**config.mk**
```make
export PLATFORM = sky130hd
export DESIGN_NAME = serial_mod_adder_flat
export DESIGN_NICKNAME = d
export VERILOG_FILES = /design/src/rtl/serial_mod_adder_pkg.sv /design/src/rtl/serial_mod_adder_if.sv /design/src/rtl/serial_mod_adder_digit_adder.sv /design/src/rtl/serial_mod_adder.sv /design/src/flat_wrapper.sv
export SDC_FILE = /design/constraint.sdc
export NUM_CORES = 1
export LEC_CHECK = 0
export ABC_AREA = 1
export BUFFER_PORTS_ARGS = -buffer_cell sky130_fd_sc_hd__buf_2
export CAP_MARGIN = 30
export CORE_UTILIZATION = 58
export CTS_CLUSTER_SIZE = 25
export DETAILED_ROUTE_END_ITERATION = 16
export GPL_ROUTABILITY_DRIVEN = 1
export PLACE_DENSITY = 0.85
export SYNTH_ARGS = -nofsm -noshare
export SYNTH_HDL_FRONTEND = slang
export SYNTH_SLANG_ARGS = --single-unit
```
**constraint.sdc**
```tcl
create_clock -name clk -period 5.3 [get_ports clk]
set_input_delay 1.06 -clock clk [delete_from_list [all_inputs] [get_ports clk]]
set_output_delay 1.06 -clock clk [all_outputs]
set_load 0.05 [all_outputs]
```
**src/rtl/serial_mod_adder_pkg.sv**
```systemverilog
// Shared SHA-256 datapath definitions: FSM encodings, word width and the
// counter-sizing helper used by the digit-serial adder.
package sha256_defs;

  localparam int WORD_W = 32;

  typedef enum logic [1:0] {
    IDLE = 2'd0,
    RUN  = 2'd1,
    DONE = 2'd2
  } state_t;

  // ceil(log2(n)), never less than 1 so a single-digit walk still has a counter bit
  function automatic int clog2(input int n);
    int w;
    w = 0;
    while ((1 << w) < n) w++;
    return (w < 1) ? 1 : w;
  endfunction

endpackage

```
**src/rtl/serial_mod_adder_if.sv**
```systemverilog
// Operand/result handshake bundle for the digit-serial adder.
interface serial_mod_adder_if #(
  parameter int WIDTH = 32
);
  logic             in_valid;
  logic             in_ready;
  logic [WIDTH-1:0] a;
  logic [WIDTH-1:0] b;
  logic             out_valid;
  logic             out_ready;
  logic [WIDTH-1:0] sum;
  logic             carry_out;

  modport master (
    output in_valid, a, b, out_ready,
    input  in_ready, out_valid, sum, carry_out
  );

  modport slave (
    input  in_valid, a, b, out_ready,
    output in_ready, out_valid, sum, carry_out
  );
endinterface

```
**src/rtl/serial_mod_adder_digit_adder.sv**
```systemverilog
// DIGIT_W-bit ripple-carry chain built from single-bit full_adder cells.
module full_adder (
  input  logic a,
  input  logic b,
  input  logic c_in,
  output logic s,
  output logic c_out
);
  assign s     = a ^ b ^ c_in;
  assign c_out = (a & b) | (c_in & (a ^ b));
endmodule

module digit_adder #(
  parameter int DIGIT_W = 1
) (
  input  logic [DIGIT_W-1:0] a,
  input  logic [DIGIT_W-1:0] b,
  input  logic               c_in,
  output logic [DIGIT_W-1:0] s,
  output logic               c_out
);
  logic [DIGIT_W:0] c;

  assign c[0]  = c_in;
  assign c_out = c[DIGIT_W];

  for (genvar i = 0; i < DIGIT_W; i++) begin : g_fa
    full_adder u_fa (
      .a    (a[i]),
      .b    (b[i]),
      .c_in (c[i]),
      .s    (s[i]),
      .c_out(c[i+1])
    );
  end
endmodule

```
**src/rtl/serial_mod_adder.sv**
```systemverilog
// Digit-serial mod-2^WIDTH adder: walks DIGIT_W bits per cycle, LSB first,
// carrying between digits in a register; result handed off via valid/ready.
module serial_mod_adder
  import sha256_defs::*;
#(
  parameter int WIDTH   = WORD_W,
  parameter int DIGIT_W = 1
) (
  input logic               clk,
  input logic               rst,
  serial_mod_adder_if.slave bus
);
  localparam int N     = WIDTH / DIGIT_W;
  localparam int CNT_W = clog2(N);
  localparam logic [CNT_W-1:0] LAST = CNT_W'(N - 1);

  state_t             state_q;
  logic               in_ready_q, out_valid_q;
  logic [WIDTH-1:0]   a_q, b_q, sum_q;
  logic               carry_q, cout_q;
  logic [CNT_W-1:0]   cnt_q;

  logic [DIGIT_W-1:0] dig_s;
  logic               dig_c;
  logic [WIDTH-1:0]   sum_d;

  digit_adder #(.DIGIT_W(DIGIT_W)) u_digit (
    .a    (a_q[DIGIT_W-1:0]),
    .b    (b_q[DIGIT_W-1:0]),
    .c_in (carry_q),
    .s    (dig_s),
    .c_out(dig_c)
  );

  // New digit enters at the MSB end so after N shifts the word is aligned
  assign sum_d = (sum_q >> DIGIT_W) | (WIDTH'(dig_s) << (WIDTH - DIGIT_W));

  always_ff @(posedge clk or posedge rst) begin
    if (rst) begin
      state_q     <= IDLE;
      in_ready_q  <= 1'b1;
      out_valid_q <= 1'b0;
      a_q         <= '0;
      b_q         <= '0;
      sum_q       <= '0;
      carry_q     <= 1'b0;
      cout_q      <= 1'b0;
      cnt_q       <= '0;
    end else begin
      case (state_q)
        IDLE: if (bus.in_valid) begin
          a_q        <= bus.a;
          b_q        <= bus.b;
          carry_q    <= 1'b0;
          cnt_q      <= '0;
          in_ready_q <= 1'b0;
          state_q    <= RUN;
        end
        RUN: begin
          sum_q   <= sum_d;
          carry_q <= dig_c;
          a_q     <= a_q >> DIGIT_W;
          b_q     <= b_q >> DIGIT_W;
          cnt_q   <= cnt_q + CNT_W'(1);
          if (cnt_q == LAST) begin
            cout_q      <= dig_c;
            out_valid_q <= 1'b1;
            state_q     <= DONE;
          end
        end
        DONE: if (bus.out_ready) begin
          out_valid_q <= 1'b0;
          in_ready_q  <= 1'b1;
          state_q     <= IDLE;
        end
        default: begin
          out_valid_q <= 1'b0;
          in_ready_q  <= 1'b1;
          state_q     <= IDLE;
        end
      endcase
    end
  end

  assign bus.in_ready  = in_ready_q;
  assign bus.out_valid = out_valid_q;
  assign bus.sum       = sum_q;
  assign bus.carry_out = cout_q;

endmodule
```
**src/flat_wrapper.sv**
```systemverilog
// flat-port wrapper written by rule: the top's interface ports become plain ports
module serial_mod_adder_flat import sha256_defs::*;
#(
  parameter int WIDTH   = WORD_W,
  parameter int DIGIT_W = 1
)
  (clk, rst, bus_in_valid, bus_a, bus_b, bus_out_ready, bus_in_ready, bus_out_valid, bus_sum, bus_carry_out);
  serial_mod_adder_if #(.WIDTH(WIDTH)) bus_i ();
  input logic clk;
  input logic rst;
  input wire logic [$bits(bus_i.in_valid)-1:0] bus_in_valid;
  input wire logic [$bits(bus_i.a)-1:0] bus_a;
  input wire logic [$bits(bus_i.b)-1:0] bus_b;
  input wire logic [$bits(bus_i.out_ready)-1:0] bus_out_ready;
  output wire logic [$bits(bus_i.in_ready)-1:0] bus_in_ready;
  output wire logic [$bits(bus_i.out_valid)-1:0] bus_out_valid;
  output wire logic [$bits(bus_i.sum)-1:0] bus_sum;
  output wire logic [$bits(bus_i.carry_out)-1:0] bus_carry_out;
  assign bus_i.in_valid = bus_in_valid;
  assign bus_i.a = bus_a;
  assign bus_i.b = bus_b;
  assign bus_i.out_ready = bus_out_ready;
  assign bus_in_ready = bus_i.in_ready;
  assign bus_out_valid = bus_i.out_valid;
  assign bus_sum = bus_i.sum;
  assign bus_carry_out = bus_i.carry_out;
  serial_mod_adder #(.WIDTH(WIDTH), .DIGIT_W(DIGIT_W)) u_core (.clk(clk), .rst(rst), .bus(bus_i));
endmodule
```
==> results, run 1 <==
- The weighted congestion at the end of routability-driven global placement is approximately 0.8.
- In this run the remaining antenna-violating nets after routing total 0.
- The number of detailed-routing iterations run before antenna repair is 4.
- The worst hold path was traced through 2 stages.
- The Yosys step of the flow raised 0 warnings.
- In the final routed layout, each cell accounts on average for approximately 13 um.
- Combinational cells account for about 39% of the total power.
- For the finished layout, the period the worst path requires is about 2.4 ns.
- The arrival time of data at the critical path endpoint is around 2.7 ns.
- The met2 usage in global routing is 40.0%.
- The initial antenna violation count came to 1.
- The share of total power dissipated in the clock network is 16.2%.
- Dividing total power by cell area gives a power density of roughly 570 mW/mm^2.
- Data on the critical path is required at its endpoint by 5.58 ns.
- For met3 alone, demand over resource in global routing was just under 5%.
- Setup repair after global routing left no endpoint under its margin.
- IR analysis of the VDD net gives a maximum drop of between 0.2 and 0.3 mV.
- In the final timing run, aggregate negative setup slack is 0 ns.
- In this run the worst path has a maximum fanout of 71.
- sky130_fd_sc_hd__dfrtp_1 takes more of the synthesized area than any other cell.
- The met1 track utilization from global routing is 32.6%.
- By instance count, the cell type seen most on the critical path is sky130_fd_sc_hd__buf_4.
- The die width is 90.8 um.
- The most frequently used flop master after synthesis is sky130_fd_sc_hd__dfrtp_1.
- Post-CTS repair changed the size of 0 cells.
- around 100 I/O pins were placed.
- The dominant cell by count in the synthesized netlist is sky130_fd_sc_hd__nand2_1.
- TritonCTS built the clock tree.
- The maximum count of clock buffers along a single path is 2.
- After synthesis, the mean cell area works out to 8.47 um^2.
- The number of core rows is 32.
- The switching share of total power is approximately 43%.
- The die covers just over 0.008 mm^2.
- The number of pins exceeding their max-slew limit in the final report is 0.
- The overall routed net length is about 9500 um.
- The mapped netlist covers between 0.004 and 0.005 mm^2.
- The analysis attributes to cell leakage a power of roughly 0.0028 uW.
- The first global-routing pass estimated 16,200 um of wire.
- The number of hold buffers added after CTS is 0.
- Registers are responsible for approximately 45% of the overall power.
- The final routed DRC violation total is 0.
- The synthesized instance count is between 500 and 600.
- The worst-margin pin slew is roughly 0.99 ns.
- The starting density of the core is between 50% and 60%.
- Clock skew on the completed layout was measured at approximately 0.011 ns.
- The worst setup path is captured at a flip-flop.
- TritonCTS created 9 clock buffers.
- Clock latency on the worst-skew pair, taken at its later pin, is approximately 0.35 ns.
- The net total in the final layout is 693.
- The reg-to-reg critical path startpoint is u_core.state_q[1]$_DFFE_PP0P_.
- The sequential fraction of the synthesis area is about 59%.
- Entering global routing, the biggest net connects 105 pins.
- Yosys mapped a number of flops with a built-in enable equal to 0.
- The count of buffers added by post-CTS timing repair for setup is 0.
- The final count of negative-setup-slack endpoints is 0.
- The fraction of the cycle the final worst path needs is around 46%.
- The number of global-route vias before repair is around 3,700.
- The critical path class is primary input to flip-flop.
- The path class of the lowest-slack min-delay path is flip-flop to flip-flop.
- The cell sitting at the root of the clock tree is a sky130_fd_sc_hd__clkbuf_8.
- The critical path goes through buf_2 -> nand2_2 -> buf_4 -> nor2_4 -> buf_4 -> nand2_1 -> nand3_1.
- The number of antenna diodes in the final layout is 0.
- Static timing analysis puts the maximum clock frequency at around 410 MHz.
- The number of cells on the worst reg-to-reg path is 7.
- When the netlist entered floorplanning its net count stood at 611.
- The worst-path cell with the longest stage delay is sky130_fd_sc_hd__nor2_4.
- The count of input and output buffers is just over 100.
- Dividing the detail-routed via count by the number of cells gives 5.31.
- The fraction of registers with async set or reset after synthesis is 100%.
- Global routing used between 20 and 25% of the available tracks.
- The worst hold path terminates at u_core.bus.in_ready$_DFFE_PP1P_.
- The nature of the critical path startpoint is a primary input.
- Clock tree synthesis found a total of roughly 110 sinks.
- The netlist uses 19 different library cells.
- For this block, the via count after detailed routing is between 3,000 and 4,000.
- The floorplan step set the die height to slightly above 90 um.
- The share of synthesized area in the top cell type comes to about 58%.
- The most used routing layer in global routing is met2.
- The flip-flop and latch count after synthesis is about 110.
- Measured against its own limit, the worst slew margin works out to between 30 and 40%.
- For this run, the slowest stage of the critical path takes between 0.5 and 0.6 ns.
- The H-tree was split into 3 levels.
- Setup slack on the worst reg-to-reg path comes out at ~3.1 ns.
- Counting instances in the post-synthesis netlist gives the leading cell types as 240 x sky130_fd_sc_hd__nand2_1, 135 x sky130_fd_sc_hd__nand3_1, 106 x sky130_fd_sc_hd__dfrtp_1, 22 x sky130_fd_sc_hd__buf_2, 6 x sky130_fd_sc_hd__clkbuf_1.
- The final non-filler cell total is between 700 and 800.
- The startpoint of the tightest hold check path is u_core.bus.in_ready$_DFFE_PP1P_.
- The fraction of final layout cells with drive strength greater than 1 is about a fifth.
- The count of placed standard cells including taps is a little over 700.
- The aggregate global routing overflow is 0.
- The endpoint identified for the worst register-to-register timing path is u_core.a_q[8]$_DFFE_PP0P_.
- After filler insertion, the fill cell instance count of the layout stands at 662.
- The internal portion of the total power is about 1700 uW.
- In this run the standard cell core region covers 0.00769 mm^2.
- The DRC marker count from the first detailed-route iteration is 270.
- The sum of net half-perimeters after detailed placement is 5980 um.
- The run finished with clean final reports.
- By area the synthesized netlist is led by sky130_fd_sc_hd__dfrtp_1 58%, sky130_fd_sc_hd__nand2_1 20%, sky130_fd_sc_hd__nand3_1 15%.
- The number of max-capacitance violations reported is 0.
- The count of final hold-check violations is 0.
- The area growth from synthesis to layout is 15.3%.
- After clock tree synthesis, the clock-pin slew on the worst setup and hold paths is ~0.09 ns.
- The switching power of the nets is approximately 1300 uW.
per-layer routing:
metal | wire length (um) | up-vias | part of all wire [%]
li1 | - | 1902 | -
met1 | 4300 | 1829 | 45
met2 | 4540 | 119 | 48
met3 | 519 | 12 | 5.5
met4 | 127 | 2 | 1.3
met5 | 13 | - | 0.14
worst max-delay path: cells and delay by family:
family	cells	cell delay, ns
buffers and inverters	3	0.87
and+or+nand+nor	4	0.76
area by class of cell:
type                    instances  area [um^2]  area share (%)
repair buffers                107          548            10.4
clock inverters                 4         51.3           0.973
well taps                     102          128            2.42
flip-flops and latches        107         2680            50.8
multi-input cells             391         1700            32.2
inverters                       6         25.0           0.475
clock buffers                  11          141            2.68
registers in the layout, summed over array words and instances, names as in the netlist:
| signal | flops |
|---|---|
| u_core.a_q | 32 |
| u_core.bus.sum | 32 |
| u_core.cnt_q | 5 |
| u_core.bus.in_ready | 1 |
| u_core.state_q | 2 |
| u_core.bus.carry_out | 1 |
| u_core.b_q | 32 |
| u_core.bus.out_valid | 1 |
| u_core.carry_q | 1 |
power by group through the flow:
stage | logic, uW | registers [uW] | clock network, uW
final | 1150 | 1350 | 484
after detailed placement | 1160 | 1360 | 0
after global routing | 1270 | 1390 | 527
after floorplan | 539 | 1700 | 0
after global placement | 1120 | 1350 | 0
after CTS | 1160 | 1350 | 497
placed cells by master, fill, tap and decap left out:
cell type	count
sky130_fd_sc_hd__nand2_1	240
sky130_fd_sc_hd__nand3_1	135
sky130_fd_sc_hd__dfrtp_1	106
sky130_fd_sc_hd__buf_2	102
sky130_fd_sc_hd__clkbuf_8	10
sky130_fd_sc_hd__buf_4	5
sky130_fd_sc_hd__inv_1	3
sky130_fd_sc_hd__nor2_1	3
sky130_fd_sc_hd__o21ai_1	3
sky130_fd_sc_hd__inv_2	2
sky130_fd_sc_hd__o21ai_0	2
sky130_fd_sc_hd__ha_1	2
sky130_fd_sc_hd__nand2_2	1
sky130_fd_sc_hd__nor2_4	1
sky130_fd_sc_hd__nand2_4	1
sky130_fd_sc_hd__inv_4	1
sky130_fd_sc_hd__a21boi_0	1
sky130_fd_sc_hd__nand4_1	1
sky130_fd_sc_hd__fa_1	1
sky130_fd_sc_hd__clkinv_4	1
sky130_fd_sc_hd__clkinv_2	1
sky130_fd_sc_hd__bufinv_16	1
sky130_fd_sc_hd__clkinvlp_4	1
sky130_fd_sc_hd__clkbuf_1	1
sky130_fd_sc_hd__dfstp_2	1
logic make-up after synthesis:
| group | Yosys count | synth area share [%] |
|---|---|---|
| buffers and inverters | 42 | 4.46 |
| flip-flops | 107 | 58.6 |
| adder cells (fa/ha/maj) | 3 | 0.985 |
| AO/OA/AOI/OAI | 6 | 0.711 |
| AND/OR/NAND/NOR | 382 | 35.3 |
through the flow:
| step | utilization (%) | instance area, um^2 | power [uW] | setup WS, ns | hold slack [ns] |
|---|---|---|---|---|---|
| floorplan | - | 4570 | 2240 | 1.42 | 0.466 |
| global placement | 66.1 | 5080 | 2470 | 2.50 | 0.457 |
| detailed placement | 66.1 | 5080 | 2520 | 2.49 | 0.460 |
| CTS | 68.6 | 5270 | 3010 | 2.86 | 0.475 |
| global route | 68.6 | 5270 | 3190 | 2.68 | 0.507 |
| finish | 68.6 | 5270 | 2990 | 2.85 | 0.477 |
how the worst max path moves through the flow:
stage / from / end / slack (ns)
2_1_floorplan: rst / u_core.a_q[0]$_DFFE_PP0P_ / 1.42
3_3_place_gp: bus_in_valid / u_core.bus.in_ready$_DFFE_PP1P_ / 2.50
3_5_place_dp: bus_in_valid / u_core.bus.in_ready$_DFFE_PP1P_ / 2.49
4_1_cts: bus_in_valid / u_core.a_q[8]$_DFFE_PP0P_ / 2.86
5_1_grt: bus_in_valid / u_core.a_q[21]$_DFFE_PP0P_ / 2.68
6_report: bus_in_valid / u_core.a_q[8]$_DFFE_PP0P_ / 2.85
Power figures use the tool's default switching activity.
==> inputs of run 2 (changes only) <==
- CORE_UTILIZATION: 58 -> 54
- PLACE_DENSITY: 0.85 -> 0.8
- clock period: 5.3 -> 2.4 ns (I/O delays scaled with it)
==> run 2 against run 1 <==
Net effect:
- count of clock-buffer cells in the layout down 2
- setup slack worse by 2.1 ns
- global-route usage down 1.3 points
- die area up 7.2%
- non-clock buffer count up 3
- highest routed layer is now met4
- sequential cell count unchanged
- combinational power up 130%
==> results, run 2 (same netlist as run 1, synthesis figures left out) <==
- The floorplan has 33 rows.
- The number of diodes added for antenna fixing is 0.
- The number of gates resized after cts is 0.
- The first routing iteration left ~220 violations.
- The worst-case IR drop observed on VDD is approximately 0.78 mV.
- Setup violations remaining at the end of the flow were counted as 0.
- The number of pins exceeding their max-slew limit in the final report is 0.
- Across every metal layer, demand over resource in global routing totals approximately 23%.
- After clock tree synthesis, the setup repair step added 0 buffers.
- Compared with the post-synthesis result, the final layout area differs by 16.6%.
- The switching share of total power is 44.2%.
- STA classifies the critical path endpoint as a primary output.
- The final clock skew is 0.0118 ns.
- The critical path goes through buf_2.
- Before antenna repair, the detailed router went through 5 iterations.
- The root buffer cell chosen for the clock tree is sky130_fd_sc_hd__clkbuf_8.
- The layout has between 700 and 800 filler cells.
- After layout, the worst setup slack is around 0.76 ns.
- The share of total power dissipated in combinational logic is about two fifths.
- The largest individual stage delay along the critical path comes from the cell sky130_fd_sc_hd__dfstp_2.
- The maximum number of pins on one net before global-route repair is approximately 110.
- The final routed DRC violation total is 0.
- The highest net fanout along the worst path is 2.
- The path class of the lowest-slack min-delay path is primary input to async pin.
- The switching power of the nets is 2910 uW.
- The total internal power is between 3000 and 4000 uW.
- The I/O pin total is just over 100.
- The clock net sink count is 107.
- After global routing the overflow that remains totals 0.
- The count of buffering cells on the critical path with inverters included is 1.
- For this design the static power due to leakage is about 0.0029 uW.
- On the worst path, the slowest cell contributes a delay of about 0.54 ns.
- Measured against its own limit, the worst slew margin works out to 63.1%.
- During placement, the flow inserted port buffers numbering approximately 100.
- The fraction of the cycle the final worst path needs is between 60% and 70%.
- The met1 track utilization from global routing is between 30% and 40%.
- The clock tree from TritonCTS is yes.
- The die covers 0.00884 mm^2.
- The average vias per placed instance is around 5.3.
- Leaving out fill and tap cells, the most frequent cell in the layout is sky130_fd_sc_hd__nand2_1.
- The worst slack at placement is roughly 0.91 ns.
- The critical path is of the flip-flop to primary output type.
- The count of final hold-check violations is 0.
- For the worst setup path, the data required time is between 1.5 and 2 ns.
- The met2 usage in global routing is 37.2%.
- The total negative setup slack is 0 ns.
- The tool flagged a number of max-cap violations equal to 0.
- The per-cell routed wire length is 13.0 um.
- Routability-driven placement finished with a final weighted congestion of 0.800.
- The part of the total power dissipated in the clock network is 15.1%.
- The worst setup path is launched from a flip-flop.
- The post-route antenna net violation count is 0.
- The initial utilization of the core area, before any placement, comes to between 50 and 60%.
- In the final layout, flip-flops and latches occupy approximately 0.0027 mm^2.
- Registers are responsible for between 40% and 50% of the overall power.
- The overall via count from detail_route is 3,896.
- The net total in the final layout is just under 700.
- In this run the standard cell core region covers between 0.008 and 0.009 mm^2.
- The sum of net half-perimeters after detailed placement is approximately 5900 um.
- The routed design could run at a clock period as short as ~1.6 ns.
- In the final layout, the share of cells above drive strength 1 is roughly a fifth.
- Counting the buffers created by CTS gives 9.
- Summing all multi-input logic gate instances after layout gives between 0.0015 and 0.002 mm^2.
- The areal power density over the cells is 1230 mW/mm^2.
- The initial antenna violation count was 0.
- Broken down by cell family, the worst path's largest delay share belongs to flip-flops.
- Clock-pin slew was measured on the worst setup and hold paths at 0.10 ns.
- The die width is 94.0 um.
- The worst-margin pin slew is around 0.55 ns.
- The number of global-route vias before repair came to around 3,600.
- The clock passes through at most 2 buffers.
- After clock tree synthesis, the flow added hold-fix buffers numbering 0.
- The die span in y is 94.0 um.
- At the later pin of the worst-skew pair, clock insertion delay measures 0.36 ns.
- Wires add up to approximately 9500 um.
- Setup repair after global routing left no endpoint under its margin.
- The wire length of the first global-routing pass is between 15,000 and 20,000 um.
- The top cell types in the final layout, fill and taps aside, are 240 x sky130_fd_sc_hd__nand2_1, 135 x sky130_fd_sc_hd__nand3_1, 106 x sky130_fd_sc_hd__dfrtp_1.
- The fmax is between 600 and 700 MHz.
- Global routing used 3.48% of the available met3 tracks.
- The H-tree generated during clock tree synthesis spans 3 levels.
- The most used routing layer in global routing is met2.
- The flow ran to the end, and the final reports show no timing, DRC or antenna violations.
- Data arrives at the worst endpoint at ~1.2 ns.
-- run 2: changes by cell type in the layout (fill, tap and decap cells not counted), sizes merged --
| cell | before | now |
|---|---|---|
| clkbuf | 11 | 9 |
| bufinv | 1 | 0 |
| buf | 107 | 110 |
| clkinvlp | 1 | 3 |
| clkinv | 2 | 3 |
| inv | 6 | 7 |
-- run 2: final timing paths --
kind	from	endpoint	slack, ns	cells past startpoint
worst max-delay path	u_core.bus.in_ready$_DFFE_PP1P_	bus_in_ready	0.76	1
worst max register to register	u_core.state_q[1]$_DFFE_PP0P_	u_core.bus.carry_out$_DFFE_PP0P_	0.90	7
worst min-delay path	rst	u_core.b_q[27]$_DFFE_PP0P_	0.26	3
worst min register to register	u_core.bus.in_ready$_DFFE_PP1P_	u_core.bus.in_ready$_DFFE_PP1P_	0.47	2
min in group clk	bus_b[7]	u_core.b_q[7]$_DFFE_PP0P_	0.32	3
max in group asynchronous	rst	u_core.b_q[1]$_DFFE_PP0P_	1.71	3
-- run 2: metrics by stage --
stage	util [%]	cells	instance area [um^2]	hold WS [ns]	total power, uW
final	64.9	735	5330	0.263	6580
after global routing	64.9	735	5330	0.303	7030
after global placement	62.8	719	5160	0.454	5540
after CTS	64.9	735	5330	0.293	6640
after floorplan	-	540	4580	0.466	4960
after detailed placement	62.8	719	5160	0.456	5630
-- run 2: metal layers --
metal | up-vias | routed length [um]
met5 | - | 0
met4 | 0 | 216
met3 | 19 | 465
met2 | 135 | 4530
met1 | 1830 | 4320
li1 | 1912 | -
-- run 2: power by group through the flow --
stage | registers (uW) | clock network (uW) | logic (uW)
2_1_floorplan | 3770 | 0 | 1190
3_3_place_gp | 2980 | 0 | 2560
3_5_place_dp | 3010 | 0 | 2620
4_1_cts | 2990 | 1030 | 2620
5_1_grt | 3080 | 1090 | 2860
6_report | 3000 | 995 | 2590
-- run 2: cell type report --
class / count / share of cell area [%]
flip-flops and latches: 107 / 50.2
inverters: 6 / 0.493
multi-input cells: 391 / 31.9
clock buffers: 9 / 2.32
clock inverters: 7 / 0.962
repair buffers: 110 / 11.6
well taps: 105 / 2.46
==> inputs of run 3 (changes only) <==
- clock period: 2.4 -> 1.65 ns (I/O delays scaled with it)
==> run 3 against run 2 <==
Net effect:
- critical path depth unchanged
- critical path type unchanged
- design area up 1.3%
- sequential cell count unchanged
- setup slack worse by 0.61 ns
==> results, run 3 (same netlist as run 1, synthesis figures left out) <==
- The post-route netlist has a little over a fifth of its cells at a drive strength greater than 1.
- The later-pin clock latency in the skew report is approximately 0.36 ns.
- Data on the critical path arrives at its endpoint at about 1.2 ns.
- The final count of negative-setup-slack endpoints is 0.
- Along the worst path, the maximum fanout reaches 2.
- The nature of the critical path startpoint is a flip-flop.
- The final layout contains 700 nets.
- The library cells used most frequently in the layout, excluding fill and tap cells, are 240 x sky130_fd_sc_hd__nand2_1, 135 x sky130_fd_sc_hd__nand3_1, 106 x sky130_fd_sc_hd__dfrtp_1.
- The root buffer cell is sky130_fd_sc_hd__clkbuf_8.
- The fraction of power consumed by combinational cells is between 30% and 40%.
- The delay of the slowest critical-path stage is 0.56 ns.
- The number of H-tree levels is 3.
- The analysis attributes to net switching a power of 4170 uW.
- The worst slew margin relative to its limit is a little under 70%.
- The path class of the lowest-slack min-delay path is primary input to flip-flop.
- The overall via count from detail_route is 3,867.
- The count of buffering cells on the critical path with inverters included is 1.
- For this design the static power due to leakage is 0.00291 uW.
- The per-cell routed wire length is about 13 um.
- The clock net sink count is ~110.
- After floorplanning, the core was sized to cover between 0.008 and 0.009 mm^2.
- The slowest stage of the critical path is the sky130_fd_sc_hd__dfstp_2 cell.
- The worst register-to-register path begins at u_core.cnt_q[0]$_DFFE_PP0P_.
- Measured along the x axis, the die boundary spans between 90 and 100 um.
- The first global-routing pass estimated ~16,000 um of wire.
- Summed over all nets, wire length on met3 after detailed routing comes to approximately 450 um.
- The fraction of the cycle the final worst path needs is 91.0%.
- The share of the core filled with cells in the final layout is about two thirds.
- The count of buffers added by post-CTS timing repair for setup is 0.
- The number of CTS-inserted buffers is 9.
- In this run the deepest clock path goes through 2 buffers.
- Of the total power, the share spent switching nets is between 40% and 50%.
- Setup repair after global routing left no endpoint under its margin.
- The worst register-to-register path has a setup slack of around 0.31 ns.
- The detailed router put a total of about 4400 um of wire on met1.
- The instance area after placement is roughly 0.0052 mm^2.
- The data required time at the worst endpoint is ~1.3 ns.
- The number of detailed-routing iterations run before antenna repair is 4.
- The HPWL after detailed placement is roughly 6000 um.
- Summing all non-filler instances in the final layout gives an area of ~0.0054 mm^2.
- For this design the ratio of total power to cell area is approximately 1800 mW/mm^2.
- Counting instances, the worst hold path has a depth of 3.
- For this block, the initial DRC count from the detailed router was about 240.
- The family with the most delay on the worst path is flip-flops.
- The critical path goes through buf_2.
- The routed design has ~9500 um of wire.
- The terminating pin of the worst hold path is u_core.b_q[9]$_DFFE_PP0P_.
- The number of global-route vias before repair is 3,539.
- Fill cells in the final layout number 691.
- The initial antenna violation count came to 1.
- From synthesis to final layout, the design area changed by 18.1%.
- After clock tree synthesis, the clock-pin slew on the worst setup and hold paths is about 0.10 ns.
- The count of final hold-check violations is 0.
- The number of gates resized after CTS was 0.
- The total die area is 0.00884 mm^2.
- The critical path is of the flip-flop to primary output type.
- The aggregate global routing overflow is 0.
- Wire segments on met2 add up to around 4600 um in the final route.
- The number of pins exceeding their max-slew limit in the final report is 0.
- The die span in y is roughly 94 um.
- The peak supply drop is between 0.9 and 1 mV.
- The count of nets left with antenna violations once routing finished came out at 0.
- The number of core rows is 33.
- After detailed routing, the number of remaining DRC violations is 0.
- Pin placement for this block handled about 100 I/O pins.
- The congestion estimate from routability-driven global placement came to ~0.76.
- Subtracting the final worst setup slack from the clock period gives around 1.5 ns.
- The number of diodes added for antenna fixing is 0.
- The starting density of the core is between 50% and 60%.
- Adding up every negative setup slack in the final design gives 0 ns.
- The tool flagged a number of max-cap violations equal to 0.
- At the pin with the least slew margin, the transition time is roughly 0.47 ns.
- The count of input and output buffers is 102.
- The total design power is 9880 uW.
- In this run the most critical hold path is launched from bus_b[9].
- The final clock skew is ~0.015 ns.
- The library cell used most frequently in the layout, excluding fill and tap cells, is sky130_fd_sc_hd__nand2_1.
- The part of the total power dissipated in the clock network is about 18%.
- The highest layer used for signal routing is met5.
- Sequential cells burn 44.0% of the power.
- On the final layout, the worst hold slack is between 0.15 and 0.2 ns.
- The clock tree from TritonCTS is yes.
- The worst setup path is captured at a primary output.
- After detailed routing, the number of vias per cell comes to roughly 5.2.
- The total internal power is between 5000 and 6000 uW.
- The maximum number of pins on one net before global-route repair is 70.
- After clock tree synthesis, the flow added hold-fix buffers numbering 1.
- Counting cells, the worst reg-to-reg path comes to 7.
- The global-route usage over all layers is a little under a quarter.
- The run finished with clean final reports.
- The capturing point of the worst reg2reg path is u_core.bus.out_valid$_DFFE_PP0P_.
- Timing would allow up to 666 MHz.
## run 3: how the worst max path moves through the flow
stage,from,to,slack (ns),cells after the start
2_1_floorplan,rst,u_core.a_q[0]$_DFFE_PP0P_,0.03,1
3_3_place_gp,u_core.cnt_q[0]$_DFFE_PP0P_,u_core.bus.out_valid$_DFFE_PP0P_,0.34,7
3_5_place_dp,u_core.cnt_q[0]$_DFFE_PP0P_,u_core.bus.out_valid$_DFFE_PP0P_,0.33,7
4_1_cts,u_core.bus.in_ready$_DFFE_PP1P_,bus_in_ready,0.13,1
5_1_grt,u_core.bus.in_ready$_DFFE_PP1P_,bus_in_ready,0.11,1
6_report,u_core.bus.in_ready$_DFFE_PP1P_,bus_in_ready,0.15,1
## run 3: power by group through the flow
stage,Clock [uW],Combinational (uW),Sequential (uW)
floorplan,0,1730,5480
global placement,0,3720,4340
detailed placement,0,3810,4380
CTS,1810,3820,4350
global route,1910,4160,4480
finish,1770,3760,4350
## run 3: metrics by stage
stage                     setup slack [ns]  cells
after floorplan                     0.0333    540
after global placement               0.337    722
after detailed placement             0.326    722
after CTS                            0.130    738
after global routing                 0.111    738
final                                0.149    738
## run 3: area by class of cell
cell class | instances | area [um^2] | share of cell area [%]
multi-input combinational | 391 | 1700 | 31.5
sequential | 107 | 2680 | 49.6
tap | 105 | 131 | 2.43
clock inverter | 4 | 73.8 | 1.37
clock buffer | 11 | 151 | 2.80
inverter | 6 | 26.3 | 0.486
timing repair buffer | 114 | 641 | 11.9
## run 3: per-layer routing
metal | vias up | GRT usage, %
met5 | - | 0
met1 | 1824 | 30.0
met2 | 114 | 38.0
met4 | 2 | 8.97
li1 | 1917 | -
met3 | 10 | 4.45
